### src/rtl/max1119x_conv_scheduler.sv
`default_nettype none
// ============================================================================
// Module   : max1119x_conv_scheduler
// Purpose  : Schedules MAX1119x conversions from a periodic timer or a
//            software trigger. Picks the channel for each request, waits for
//            completion with a timeout, and streams each result as one AXIS
//            beat. TLAST closes every FRAME_LEN-sample frame.
// Revision : 1.0 - initial release
// ============================================================================
module max1119x_conv_scheduler #(
    parameter int SAMPLE_PERIOD = 1000,
    parameter int FRAME_LEN     = 16,
    parameter int CONV_TIMEOUT  = 4096
) (
    input  logic        clk,
    input  logic        resetn,
    input  logic        enable,
    input  logic        sw_trigger,
    input  logic [1:0]  ch_mask,
    input  logic        clear_flags,
    output logic        conv_start,
    output logic        conv_ch,
    input  logic        conv_done,
    input  logic [15:0] conv_data,
    input  logic        m_axis_tready,
    output logic [15:0] m_axis_tdata,
    output logic        m_axis_tvalid,
    output logic        m_axis_tlast,
    output logic [1:0]  m_axis_tkeep,
    output logic        busy,
    output logic        overrun,
    output logic        timeout
);

    localparam int c_TMR_W = (SAMPLE_PERIOD > 1) ? $clog2(SAMPLE_PERIOD) : 1;
    localparam int c_FRM_W = (FRAME_LEN > 1)     ? $clog2(FRAME_LEN)     : 1;
    localparam int c_TMO_W = (CONV_TIMEOUT > 1)  ? $clog2(CONV_TIMEOUT)  : 1;

    localparam logic [c_TMR_W-1:0] c_TMR_LAST = c_TMR_W'(SAMPLE_PERIOD - 1);
    localparam logic [c_FRM_W-1:0] c_FRM_LAST = c_FRM_W'(FRAME_LEN - 1);
    localparam logic [c_TMO_W-1:0] c_TMO_LAST = c_TMO_W'(CONV_TIMEOUT - 1);

    localparam logic [1:0] c_S_IDLE  = 2'd0;
    localparam logic [1:0] c_S_START = 2'd1;
    localparam logic [1:0] c_S_WAIT  = 2'd2;

    logic [1:0]         r_state;
    logic [c_TMR_W-1:0] r_timer;
    logic [c_FRM_W-1:0] r_frame;
    logic [c_TMO_W-1:0] r_tmo;
    logic               r_pending;
    logic               r_next_ch;
    logic               r_conv_start;
    logic               r_conv_ch;
    logic [15:0]        r_tdata;
    logic               r_tvalid;
    logic               r_tlast;
    logic [1:0]         r_tkeep;
    logic               r_overrun;
    logic               r_timeout;

    logic w_wrap;
    logic w_event;
    logic w_mask_any;
    logic w_idle;
    logic w_launch;
    logic w_launch_ch;
    logic w_trig_drop;
    logic w_capture;
    logic w_load;
    logic w_smp_drop;
    logic w_tmo_hit;

    // A timer wrap and a software trigger in the same cycle form one event.
    assign w_wrap      = enable && (r_timer == c_TMR_LAST);
    assign w_event     = w_wrap || (sw_trigger && enable);
    assign w_mask_any  = |ch_mask;
    assign w_idle      = (r_state == c_S_IDLE);
    assign w_launch    = w_idle && r_pending && w_mask_any;
    assign w_launch_ch = (ch_mask == 2'b10) ? 1'b1 :
                         (ch_mask == 2'b01) ? 1'b0 : r_next_ch;
    // An event is lost if one is already queued or a conversion is in flight.
    assign w_trig_drop = w_event && w_mask_any && (r_pending || !w_idle);
    assign w_capture   = (r_state == c_S_WAIT) && conv_done;
    // The single output slot accepts a sample if empty or draining this cycle.
    assign w_load      = w_capture && (!r_tvalid || m_axis_tready);
    assign w_smp_drop  = w_capture && !w_load;
    assign w_tmo_hit   = (r_state == c_S_WAIT) && !conv_done && (r_tmo == c_TMO_LAST);

    // Sample-period timer, held at zero while disabled.
    always_ff @(posedge clk or negedge resetn) begin
        if (!resetn) begin
            r_timer <= '0;
        end else if (!enable || w_wrap) begin
            r_timer <= '0;
        end else begin
            r_timer <= r_timer + c_TMR_W'(1);
        end
    end

    // Single-entry trigger queue; an empty channel mask discards events.
    always_ff @(posedge clk or negedge resetn) begin
        if (!resetn) begin
            r_pending <= 1'b0;
        end else if (!enable || !w_mask_any) begin
            r_pending <= 1'b0;
        end else if (w_event && !r_pending && w_idle) begin
            r_pending <= 1'b1;
        end else if (w_launch) begin
            r_pending <= 1'b0;
        end
    end

    // Alternation state for the dual-channel mask, restarting at CH0 on disable.
    always_ff @(posedge clk or negedge resetn) begin
        if (!resetn) begin
            r_next_ch <= 1'b0;
        end else if (!enable) begin
            r_next_ch <= 1'b0;
        end else if (w_launch && (ch_mask == 2'b11)) begin
            r_next_ch <= ~r_next_ch;
        end
    end

    // Conversion sequencer: IDLE -> START (one-cycle request) -> WAIT.
    always_ff @(posedge clk or negedge resetn) begin
        if (!resetn) begin
            r_state      <= c_S_IDLE;
            r_conv_start <= 1'b0;
            r_conv_ch    <= 1'b0;
            r_tmo        <= '0;
        end else begin
            case (r_state)
                c_S_IDLE: begin
                    if (w_launch) begin
                        r_state      <= c_S_START;
                        r_conv_start <= 1'b1;
                        r_conv_ch    <= w_launch_ch;
                    end
                end
                c_S_START: begin
                    r_conv_start <= 1'b0;
                    r_tmo        <= '0;
                    r_state      <= c_S_WAIT;
                end
                c_S_WAIT: begin
                    if (conv_done || (r_tmo == c_TMO_LAST)) begin
                        r_state <= c_S_IDLE;
                    end else begin
                        r_tmo <= r_tmo + c_TMO_W'(1);
                    end
                end
                default: begin
                    r_state      <= c_S_IDLE;
                    r_conv_start <= 1'b0;
                end
            endcase
        end
    end

    // AXIS output slot: holds a beat until the handshake, reloads on capture.
    always_ff @(posedge clk or negedge resetn) begin
        if (!resetn) begin
            r_tdata  <= '0;
            r_tvalid <= 1'b0;
            r_tlast  <= 1'b0;
            r_tkeep  <= 2'b00;
        end else if (w_load) begin
            r_tdata  <= conv_data;
            r_tvalid <= 1'b1;
            r_tlast  <= (r_frame == c_FRM_LAST);
            r_tkeep  <= 2'b11;
        end else if (r_tvalid && m_axis_tready) begin
            r_tvalid <= 1'b0;
            r_tlast  <= 1'b0;
            r_tkeep  <= 2'b00;
        end
    end

    // Position of the next loaded beat within its frame.
    always_ff @(posedge clk or negedge resetn) begin
        if (!resetn) begin
            r_frame <= '0;
        end else if (!enable) begin
            r_frame <= '0;
        end else if (w_load) begin
            r_frame <= (r_frame == c_FRM_LAST) ? '0 : r_frame + c_FRM_W'(1);
        end
    end

    // Sticky status flags; a new set outranks a simultaneous clear.
    always_ff @(posedge clk or negedge resetn) begin
        if (!resetn) begin
            r_overrun <= 1'b0;
            r_timeout <= 1'b0;
        end else begin
            if (w_trig_drop || w_smp_drop) begin
                r_overrun <= 1'b1;
            end else if (clear_flags) begin
                r_overrun <= 1'b0;
            end
            if (w_tmo_hit) begin
                r_timeout <= 1'b1;
            end else if (clear_flags) begin
                r_timeout <= 1'b0;
            end
        end
    end

    assign conv_start    = r_conv_start;
    assign conv_ch       = r_conv_ch;
    assign m_axis_tdata  = r_tdata;
    assign m_axis_tvalid = r_tvalid;
    assign m_axis_tlast  = r_tlast;
    assign m_axis_tkeep  = r_tkeep;
    assign busy          = !w_idle;
    assign overrun       = r_overrun;
    assign timeout       = r_timeout;

endmodule
`default_nettype wire

### config.mk
export PLATFORM = sky130hd
export DESIGN_NAME = max1119x_conv_scheduler
export DESIGN_NICKNAME = d
export VERILOG_FILES = /design/src/rtl/max1119x_conv_scheduler.sv
export SDC_FILE = /design/constraint.sdc
export NUM_CORES = 1
export LEC_CHECK = 0
export ABC_AREA = 0
export BUFFER_PORTS_ARGS = -buffer_cell sky130_fd_sc_hd__buf_2
export CAP_MARGIN = 20
export CORE_ASPECT_RATIO = 1.2
export CORE_UTILIZATION = 38
export DETAILED_ROUTE_END_ITERATION = 10
export GPL_TIMING_DRIVEN = 0
export PLACE_DENSITY = 0.64
export SLEW_MARGIN = 15
export SYNTH_ARGS = -nofsm -noshare
export SYNTH_HDL_FRONTEND = slang
export SYNTH_SLANG_ARGS = --single-unit
### constraint.sdc
create_clock -name clk -period 1.95 [get_ports clk]
set_input_delay 0.39 -clock clk [delete_from_list [all_inputs] [get_ports clk]]
set_output_delay 0.39 -clock clk [all_outputs]
set_load 0.005 [all_outputs]
==> results of run 1 <==
cells by family (layout without fill, tap and decap cells):
family,count (synthesis),in the layout,share of synthesized area
buffers and inverters,15,73,0.03118
DFF,52,52,0.5405
adders and majority gates,3,3,0.01559
and+or+nand+nor,78,78,0.1783
xor gates and xnor gates,11,11,0.04002
AOI/OAI and AO/OA,34,34,0.09876
muxes,21,21,0.09563
stage by stage:
step | std cells | cell area (um2)
after global placement | 345 | 2755
after global routing | 354 | 2868
after detailed placement | 346 | 2775
after floorplan | 214 | 2407
final | 354 | 2868
after CTS | 354 | 2868
cells in the mapped netlist (5+ instances only):
cell,n,area (um2)
a21oi_1,6,30.03
and3_1,8,50.05
dfrtp_1,52,1301
inv_1,7,26.28
mux2_2,16,180.2
mux2i_1,5,50.05
nand2_1,15,56.30
nand3_1,7,35.03
nor2_1,18,67.56
o21ai_0,7,35.03
o31ai_1,5,37.54
xnor2_1,7,61.31
worst max-delay path: cells and delay by family, from the launching register on:
family	cells	cell delay (ns)
AOI/OAI and AO/OA	1	0.16
and+or+nand+nor	3	1.01
DFF	1	0.48
worst paths after layout:
| check | slack [ns] | start | cells after the start | to |
|---|---|---|---|---|
| hold reg to reg | 0.47 | r_timer[0] | 1 | r_timer[0] |
| max in group asynchronous | 1.38 | resetn | 2 | r_tmo[3] |
| setup / recovery | 0.24 | r_state[0] | 4 | r_tmo[7] |
| hold / removal | 0.03 | resetn | 1 | m_axis_tdata[10] |
| min in group clk | 0.30 | conv_data[10] | 2 | m_axis_tdata[10] |
| setup reg to reg | 0.24 | r_state[0] | 4 | r_tmo[7] |
state kept, by name (all words and copies together), names as in the netlist:
name and flops:
r_next_ch 1, m_axis_tdata 16, m_axis_tlast 1, r_pending 1, r_frame 4, r_state 2, conv_start 1, conv_ch 1
r_tmo 12, overrun 1, m_axis_tkeep 1, timeout 1, r_timer 10
layer usage:
layer  vias to the layer above  track usage
met1                       850       0.1884
met5                         -            0
li1                        870            -
met4                         0      0.06690
met3                         7      0.02818
met2                        44       0.2105
layout make-up:
type / count / area (um2)
Timing Repair Buffer: 50 / 265.3
Sequential cell: 52 / 1301
Inverter: 7 / 26.28
Multi-Input combinational cell: 147 / 1031
Fill cell: 589 / 3222
Buffer: 8 / 48.80
Clock inverter: 3 / 23.77
Tap cell: 82 / 102.6
Clock buffer: 5 / 68.82
power breakdown:
group          internal (uW)  switching [uW]  total [uW]
Combinational            370             261         632
Sequential              1310             118        1420
Clock                    255             368         623
Total                   1930             748        2680
==> impl_metrics.ini, run 1 <==
[outcome]
run_status = complete, no violations

[global_routing]
grt_use_total = 0.1385
first_global_vias = 1582
grt_overflow = 0
antenna_found_initial = 0
grt_max_degree = 32
grt_pass1_wl_um = 7010

[yosys]
synth.cell_area_um2 = 2407
yosysSeqAreaShare = 0.5405
yosys_register_bits = 52
synth.distinct_cells = 44
yosys_warnings = 0
syn_inst = 214
synthFlopType = dfrtp_1
synth_edf_count = 0
async_flop_share = 1.000
avgSynthCellArea_um2 = 11.25
syn_nets = 242

[clock_network]
cts_tree = done
clk_latency_ns = 0.31
clk_path_buf_depth = 2
clkTransAtPathRegs_ns = 0.10
cts_resized = 0
ctsHoldBuffers = 0
cts-buffers-inserted = 5
root_buffer = clkbuf_8
htree_levels = 2
postCtsSetupBuffers = 0
cts.sinks = 52

[setup_path]
worstPathArrival_ns = 1.95
worstSetupPathType = reg2reg
path_cells = nor3b_4, nand2_4, or4_1, a21oi_1
required_ns = 2.18
critPathLaunchType = register
path_max_fanout = 8
end_kind = register
cp_slowest_cell = or4_1
cp_slowest_stage_delay_ns = 0.51

[routing]
wl_um = 4226
vias_per_cell = 5.003
top_layer = met4
m1WireLength_um = 2059
met3_length_um = 200
final_antenna_net_count = 0
avgRoutedWirePerCell_um = 11.94
drc = 0
wl_met2_um = 1876
drt-initial-drc-count = 59
vias = 1771
firstDrtPassIters = 4

[floorplan]
fp.dieW_um = 74.66
io-pin-count = 50
dieArea_um2 = 6659
dieHeight_um = 89.19
fp.coreArea_um2 = 6090
num_rows = 31
start_util = 0.3953

[timing]
whs_ns = 0.02956
fin_setup_tns_ns = 0
max_slew_margin = 0.6702
fmax_mhz = 583.2
rsz0062_at_grt = no
hold_violations = 0
tightestPinTransition_ns = 0.4948
drv_slew = 0
min_period_over_period = 0.8794
clock_skew_ns = 0.008822
final.min_clock_period_ns = 1.715
setup_viol = 0
setup_ws_ns = 0.2352

[power]
cellPowerDensity_nw_per_um2 = 934.0
vdd_drop_max_uv = 338.3
power.total_uw = 2678
power_leakage_uw = 0.001341

[layout]
final_util = 0.4709
num-nets-final = 299
layout-drive-gt1-share = 0.3125
antenna_cells = 0
mostFrequentLayoutCells = 52 x buf_2, 52 x dfrtp_1, 18 x nor2_1
area_delta_synth_final_pct = 19.13

[placement]
gp_congestion = 0.7383
place.detailed.hpwl_um = 3110
place_ws_ns = 0.2223
portBuffers = 49

[flow_run]
drv_cap = 0

[worst_hold_path]
hp-class = in2async
(Power assumes the default switching activity.)
==> inputs of run 2 (changes only) <==
--- a/config.mk
+++ b/config.mk
@@ -9,10 +9,11 @@
 export BUFFER_PORTS_ARGS = -buffer_cell sky130_fd_sc_hd__buf_2
 export CAP_MARGIN = 20
 export CORE_ASPECT_RATIO = 1.2
-export CORE_UTILIZATION = 38
+export CORE_UTILIZATION = 54
 export DETAILED_ROUTE_END_ITERATION = 10
 export GPL_TIMING_DRIVEN = 0
-export PLACE_DENSITY = 0.64
+export MAX_ROUTING_LAYER = met4
+export PLACE_DENSITY = 0.84
 export SLEW_MARGIN = 15
 export SYNTH_ARGS = -nofsm -noshare
 export SYNTH_HDL_FRONTEND = slang
==> run 2 against run 1 <==
  * Global-route usage up 6.8 points
  * Clock-buffer cell count is the same
  * Routed wire length grew 3.1%
  * Combinational power up 2%
  * Hold slack lost 0.028 ns
==> impl_metrics.ini, run 2 (synthesis gave the netlist of run 1 again) <==
[timing]
hold_violations = 0
fmax_mhz = 582.1
setup_ws_ns = 0.2322
setup_viol = 0
tightestPinTransition_ns = 0.4402
clock_skew_ns = 0.007288
fin_setup_tns_ns = 0
min_period_over_period = 0.8809
max_slew_margin = 0.7059
whs_ns = 0.001765
final.min_clock_period_ns = 1.718
rsz0062_at_grt = no
drv_slew = 0

[floorplan]
io-pin-count = 50
fp.dieW_um = 62.95
fp.coreArea_um2 = 4262
dieHeight_um = 75.14
num_rows = 26
dieArea_um2 = 4730
start_util = 0.5649

[global_routing]
grt_overflow = 0
grt_max_degree = 35
antenna_found_initial = 0
grt_use_total = 0.2065
grt_pass1_wl_um = 7279
first_global_vias = 1711

[power]
p_switching_uw = 759.0
seqPwrFrac = 0.508
clockPowerShare = 0.263
cellPowerDensity_nw_per_um2 = 987.8
swShare = 0.2689
internal_power_uw = 2064
power_leakage_uw = 0.001355
vdd_drop_max_uv = 383.1
share_comb_of_total_power = 0.229

[layout]
num-nets-final = 299
area_delta_synth_final_pct = 18.71
largest_reg_flops = 16
antenna_cells = 0
mostFrequentLayoutCells = 52 x buf_2, 52 x dfrtp_1, 18 x nor2_1
fill_cells = 329
layout-drive-gt1-share = 0.3125

[setup_path]
path_cells = nor3b_4, nand2_4, or4_1, a21oi_1
cp_slowest_cell = or4_1
worstPathArrival_ns = 1.95
crit_buf_inv = 0
worstSetupPathType = reg2reg
critPathLaunchType = register
path_max_fanout = 8
cp_slowest_stage_delay_ns = 0.51
required_ns = 2.18
end_kind = register
cp_top_family = simple AND/OR/NAND/NOR gates

[outcome]
run_status = complete, no violations

[clock_network]
clk_latency_ns = 0.31
cts-buffers-inserted = 5
htree_levels = 2
postCtsSetupBuffers = 0
cts_resized = 0
cts.sinks = 52
clkTransAtPathRegs_ns = 0.10
clk_path_buf_depth = 2
ctsHoldBuffers = 0
root_buffer = clkbuf_8
cts_tree = done

[placement]
gp_congestion = 0.8129
portBuffers = 49
place_ws_ns = 0.2291
place.detailed.hpwl_um = 3302

[routing]
drt-initial-drc-count = 53
drc = 0
wl_um = 4359
vias_per_cell = 5.576
firstDrtPassIters = 4
final_antenna_net_count = 0
avgRoutedWirePerCell_um = 13.29
vias = 1829

[worst_hold_path]
hp-class = in2async

[flow_run]
drv_cap = 0
==> run 2: cell types whose count changed in the layout (fill, tap and decap cells not counted), sizes merged <==
cell and delta:
inv +1, clkinv -1, bufinv +1, clkinvlp -1
==> run 2: layout make-up <==
| class | count | area [um2] | share of cell area |
|---|---|---|---|
| plain buffers | 8 | 48.80 | 0.01708 |
| clock buffers | 5 | 68.82 | 0.02408 |
| clock inverters | 3 | 46.29 | 0.01620 |
| inverters | 7 | 26.28 | 0.009194 |
| multi-input cells | 147 | 1031 | 0.3608 |
| flip-flops and latches | 52 | 1301 | 0.4553 |
| well taps | 56 | 70.07 | 0.02452 |
| repair buffers | 50 | 265.3 | 0.09282 |
==> run 2: path summary, 6_finish.rpt <==
check | start | endpoint | slack (ns) | depth (start not counted)
min reg2reg | r_timer[0] | r_timer[0] | 0.47 | 1
max | r_state[0] | r_tmo[7] | 0.23 | 4
max in group asynchronous | resetn | r_tmo[0] | 1.43 | 2
max reg2reg | r_state[0] | r_tmo[7] | 0.23 | 4
min in group clk | clear_flags | timeout | 0.30 | 2
min | resetn | m_axis_tdata[8] | 0.002 | 1
==> run 2: worst register-to-register path, cell delays in order (launching register included) <==
cell	delay [ns]
dfrtp_1	0.48
nor3b_4	0.40
nand2_4	0.10
or4_1	0.51
a21oi_1	0.15
==> run 2: through the flow <==
| stage | area (um2) | utilization | total power (uW) | instances |
|---|---|---|---|---|
| 2_1_floorplan | 2407 | - | 1792 | 214 |
| 3_3_place_gp | 2723 | 0.6389 | 2059 | 319 |
| 3_5_place_dp | 2743 | 0.6436 | 2114 | 320 |
| 4_1_cts | 2858 | 0.6706 | 2857 | 328 |
| 5_1_grt | 2858 | 0.6706 | 3010 | 328 |
| 6_report | 2858 | 0.6706 | 2823 | 328 |
==> run 2: metal layers <==
metal / global-route usage / wire length (um) / up-vias
met5: - / 0 / -
met2: 0.3548 / 2140 / 59
li1: - / - / 871
met3: 0.04697 / 228 / 9
met4: 0.09561 / 59 / 0
met1: 0.2302 / 1930 / 890
==> run 2: power groups by stage <==
| stage | combinational [uW] | sequential (uW) | clock (uW) |
|---|---|---|---|
| after CTS | 658 | 1440 | 763 |
| final | 645 | 1440 | 742 |
| after global placement | 624 | 1430 | 0 |
| after global routing | 720 | 1470 | 820 |
| after detailed placement | 656 | 1460 | 0 |
| after floorplan | 325 | 1470 | 0 |
